--- src/rtl/dual_edge_decoder.sv ---
// Rebuilds a signal's level from a stream of per-edge pulses and measures each
// phase in clock cycles, flagging pulse spacing the encoder can never produce.
`timescale 1ns/1ps
module dual_edge_decoder #(
  parameter int unsigned CNT_W      = 16,
  parameter bit          INIT_LEVEL = 1'b0,
  parameter int unsigned MIN_GAP    = 2
) (
  input  logic             clk,
  input  logic             reset_n,
  input  logic             edge_pulse,
  input  logic             clear,
  output logic             level,
  output logic [CNT_W-1:0] width,
  output logic             width_is_high,
  output logic             width_valid,
  output logic             gap_err
);

  localparam logic [2:0] IDLE_LOW   = 3'b001;
  localparam logic [2:0] IDLE_HIGH  = 3'b010;
  localparam logic [2:0] FAULT      = 3'b100;
  localparam logic [2:0] INIT_STATE = INIT_LEVEL ? IDLE_HIGH : IDLE_LOW;

  localparam logic [CNT_W-1:0] CNT_MAX = {CNT_W{1'b1}};
  localparam logic [CNT_W-1:0] GAP_MIN = CNT_W'(MIN_GAP);

  logic [2:0]       state, state_nxt;
  logic [CNT_W-1:0] cnt, cnt_nxt;
  logic             first, first_nxt;
  logic             level_nxt;
  logic [CNT_W-1:0] width_nxt;
  logic             width_is_high_nxt;
  logic             width_valid_nxt;
  logic             gap_err_nxt;

  // Saturating increment doubles as the spacing of a pulse arriving this cycle.
  logic [CNT_W-1:0] cnt_inc_c;
  logic             gap_ok_c;

  assign cnt_inc_c = (cnt == CNT_MAX) ? cnt : cnt + CNT_W'(1);
  assign gap_ok_c  = (cnt_inc_c >= GAP_MIN);

  // State and output registers
  always_ff @(posedge clk or negedge reset_n) begin
    if (!reset_n) begin
      state         <= INIT_STATE;
      level         <= INIT_LEVEL;
      cnt           <= CNT_MAX;
      first         <= 1'b1;
      width         <= '0;
      width_is_high <= 1'b0;
      width_valid   <= 1'b0;
      gap_err       <= 1'b0;
    end else begin
      state         <= state_nxt;
      level         <= level_nxt;
      cnt           <= cnt_nxt;
      first         <= first_nxt;
      width         <= width_nxt;
      width_is_high <= width_is_high_nxt;
      width_valid   <= width_valid_nxt;
      gap_err       <= gap_err_nxt;
    end
  end

  // Next-state and next-output logic; clear overrides any pulse this cycle
  always_comb begin
    state_nxt         = state;
    level_nxt         = level;
    cnt_nxt           = cnt_inc_c;
    first_nxt         = first;
    width_nxt         = width;
    width_is_high_nxt = width_is_high;
    width_valid_nxt   = 1'b0;
    gap_err_nxt       = gap_err;

    if (clear) begin
      state_nxt         = INIT_STATE;
      level_nxt         = INIT_LEVEL;
      cnt_nxt           = CNT_MAX;
      first_nxt         = 1'b1;
      width_is_high_nxt = 1'b0;
      gap_err_nxt       = 1'b0;
    end else begin
      case (state)
        IDLE_LOW, IDLE_HIGH: begin
          if (edge_pulse) begin
            if (gap_ok_c) begin
              state_nxt = (state == IDLE_LOW) ? IDLE_HIGH : IDLE_LOW;
              level_nxt = (state == IDLE_LOW);
              cnt_nxt   = '0;
              first_nxt = 1'b0;
              // The phase before the first pulse has no known start.
              if (!first) begin
                width_nxt         = cnt_inc_c;
                width_is_high_nxt = level;
                width_valid_nxt   = 1'b1;
              end
            end else begin
              state_nxt   = FAULT;
              gap_err_nxt = 1'b1;
            end
          end
        end
        FAULT: begin
          cnt_nxt = cnt;
        end
        default: begin
          state_nxt = INIT_STATE;
          level_nxt = INIT_LEVEL;
        end
      endcase
    end
  end

endmodule

--- config.mk ---
export PLATFORM = sky130hd
export DESIGN_NAME = dual_edge_decoder
export DESIGN_NICKNAME = d
export VERILOG_FILES = /design/src/rtl/dual_edge_decoder.sv
export SDC_FILE = /design/constraint.sdc
export NUM_CORES = 1
export LEC_CHECK = 0
export CAP_MARGIN = 10
export CELL_PAD_IN_SITES_DETAIL_PLACEMENT = 0
export CELL_PAD_IN_SITES_GLOBAL_PLACEMENT = 1
export CORE_AREA = 10 10 88 90
export CTS_CLUSTER_DIAMETER = 200
export DETAILED_ROUTE_END_ITERATION = 8
export DIE_AREA = 0 0 98 100
export GPL_TIMING_DRIVEN = 0
export PLACE_DENSITY_LB_ADDON = 0.2
export REMOVE_ABC_BUFFERS = 1
export SYNTH_ARGS = -nofsm -noshare
export SYNTH_HDL_FRONTEND = slang
export SYNTH_SLANG_ARGS = --single-unit
--- constraint.sdc ---
create_clock -name clk -period 3.7 [get_ports clk]
set_clock_uncertainty 0.2 [all_clocks]
set_input_delay 0.37 -clock clk [delete_from_list [all_inputs] [get_ports clk]]
set_output_delay 0.37 -clock clk [all_outputs]
set_load 0.01 [all_outputs]
==> results.json <==
{
  "status": "complete, no violations",
  "io_buffers": 23,
  "drive_gt1_share_pct": 22.2,
  "end_kind": "flip-flop",
  "cp_slowest_cell": "dfstp_2",
  "required_ps": 3680,
  "ys_async_sr_fraction_pct": 100,
  "antenna_found_initial": 0,
  "ys_ff_latch": 40,
  "root_buffer": "clkbuf_8",
  "intPower_uw": 952,
  "grt_pass1_wl_um": 9800,
  "gr-total-overflow": 0,
  "diodes": 0,
  "die_h_um": 100,
  "grt_setup_unrepaired": "no",
  "die_area_um2": 9800,
  "grt_pass1_vias": 1818,
  "clk_latency_ps": 290,
  "cap_violations": 0,
  "vias_per_cell": 5.64,
  "power_frac_clock_pct": 19.8,
  "powerDensity_nw_per_um2": 516,
  "yosysSeqAreaShare_pct": 43.9,
  "fp.coreArea_um2": 6130,
  "finalPower_mw": 1.41,
  "hpwlAfterDp_um": 4180,
  "syn-mean-instance-area_um2": 10.3,
  "setup_viol": 0,
  "power_frac_comb_pct": 35.0,
  "nets": 253,
  "synth_cell_types": 52,
  "drc": 0,
  "swShare_pct": 32.6,
  "finalSetupTns_ps": 0,
  "maxSlewViolCount": 0,
  "synthCells": 226,
  "critical_path_class": "flip-flop to flip-flop",
  "critPathMaxStageDelay_ps": 660,
  "synth_edf_count": 0,
  "leakage_nw": 1.07,
  "io-pin-count": 24,
  "worstPathMaxFanout": 12,
  "grt_util_all_layers_pct": 12.2,
  "finalCritPeriodShare_pct": 95.7,
  "pwr-share-seq_pct": 45.1,
  "die_x_um": 98,
  "hold_viol_final": 0,
  "fin_crit_ps": 3540,
  "grt_start_max_net_pins": 27,
  "syn2layout_area_growth_pct": 17.1,
  "clockBufferDepth": 2,
  "crit_chain": "nand4_2, nor4_4, or3_1, and4b_1, and3_4, nor4_4, buf_4, mux2_2",
  "cts_tree": "done",
  "fill_cells": 595,
  "cts.sinks": 40,
  "slew_headroom_pct": 44.2,
  "ys.warnings.count": 0,
  "antenna_left": 0,
  "fmax_mhz": 282,
  "worst-slew-pin-transition_ps": 834,
  "path_common_cell": "nor4_4",
  "place.gp.congestion": 0.793,
  "p_sw_uw": 460,
  "wl_um": 5940,
  "crit_arrival_ps": 3520,
  "drt_iter0_drc": 121,
  "synth_ff_type": "dfrtp_1",
  "min_path_type": "flip-flop to flip-flop",
  "cts_max_level": 2,
  "start_util_pct": 38.1,
  "syn_area_um2": 2330,
  "wl_per_cell_um": 18.3,
  "dr.pass1.iters": 4,
  "peakVddDrop_mv": 0.207,
  "cp-start-kind": "flip-flop",
  "cts_buffers": 5,
  "rows": 29,
  "vias": 1832,
  "clk_pin_slew_ps": 70
}
## state kept, by name, summed over array words and instances (netlist names)
name           flops
cnt               16
gap_err            1
width_valid        1
width_is_high      1
first              1
state              3
width             16
level              1
## cells in the mapped netlist (5+ instances only)
cell	n	share of area, %
nand2_1	18	2.9
mux2i_1	7	3.0
mux2_2	8	3.9
a21oi_1	10	2.1
mux2_4	6	3.9
xnor2_1	5	1.9
a221o_1	7	3.0
inv_1	8	1.3
nor3_1	5	1.1
a31oi_1	6	1.6
dfrtp_1	22	24
nor2_1	13	2.1
dfstp_2	18	20
nand3_1	11	2.4
clkbuf_1	7	1.1
o21ai_0	14	3.0
## per-layer routing
layer,vias to the layer above,GRT usage (%),part of all wire (%)
li1,888,-,-
met1,913,15.9,49
met2,22,19.0,45
met3,9,3.09,3.8
met4,0,4.36,1.5
met5,-,0,0
## worst max-delay path, delay by kind of cell, from the launching register on
family	cells	cell delay (ps)
flip-flops	1	660
buffers and inverters	1	250
AND/OR/NAND/NOR	6	1960
multiplexers	1	350
## layout by cell type, fill, tap and decap left out, drive strengths merged, types with 3 or more instances in the layout
cell           netlist  final
dfrtp               22     22
clkdlybuf4s50        0     22
nand2               18     18
dfstp               18     18
o21ai               15     15
mux2                14     14
nor2                13     13
nand3               12     12
a21oi               10     10
inv                  8      8
mux2i                7      7
a221o                7      7
nor4                 7      7
a31oi                6      6
clkbuf               7      6
nand4                6      6
buf                  7      6
nor3                 5      5
xnor2                5      5
and4                 4      4
o211ai               4      4
and3                 4      4
nand2b               3      3
## power groups by stage
stage / Combinational (mW) / Clock, mW / Sequential, mW
global route: 0.535 / 0.307 / 0.654
CTS: 0.501 / 0.290 / 0.638
finish: 0.495 / 0.280 / 0.637
global placement: 0.492 / 0 / 0.640
detailed placement: 0.497 / 0 / 0.646
floorplan: 0.233 / 0 / 0.666
## what timing repair did
item | CTS | global route
endpoints found under the hold margin | 8 | 0
endpoints found under the setup margin | 11 | 0
setup buffers | 2 | 0
gates resized for setup | 0 | 0
hold buffers | 1 | 0
## path summary, 6_finish.rpt
| check | from | to | slack, ps | depth (start not counted) |
|---|---|---|---|---|
| worst max-delay path | cnt[4]$_DFFE_PN1P_ | width[13]$_DFFE_PN0P_ | 160 | 8 |
| worst min-delay path | width[13]$_DFFE_PN0P_ | width[13]$_DFFE_PN0P_ | 310 | 1 |
| worst max register to register | cnt[4]$_DFFE_PN1P_ | width[13]$_DFFE_PN0P_ | 160 | 8 |
| worst min register to register | width[13]$_DFFE_PN0P_ | width[13]$_DFFE_PN0P_ | 310 | 1 |
| max in group asynchronous | reset_n | cnt[9]$_DFFE_PN1P_ | 2440 | 3 |
| min in group asynchronous | reset_n | width[12]$_DFFE_PN0P_ | 320 | 2 |
## area by class of cell
class	instances	area [µm²]	share of cell area (%)
Multi-Input combinational cell	164	1210	44.2
Sequential cell	40	1020	37.5
Timing Repair Buffer	29	297	10.9
Tap cell	77	96.3	3.53
Clock buffer	6	72.6	2.66
Inverter	8	30.0	1.10
Clock inverter	1	5.00	0.183
## kinds of logic after synthesis
logic type               share of synthesized area, %
buffers and inverters                            4.56
flip-flops                                       43.9
XOR/XNOR                                         1.88
adder cells (fa/ha/maj)                         0.536
multiplexers                                     10.7
AO/OA/AOI/OAI                                    15.8
AND/OR/NAND/NOR                                  22.6
## per-stage QoR
step           worst slack, ps  cell area [µm²]  utilization [%]  std cells  hold slack (ps)
2_1_floorplan              295             2260                -        212             -126
6_report                   160             2730             44.6        325              309
4_1_cts                    183             2730             44.6        325              316
3_3_place_gp              -467             2580             42.1        312              290
3_5_place_dp              -170             2630             42.9        315              102
5_1_grt                   37.9             2730             44.6        325              326
Power figures use the tool's default switching activity.
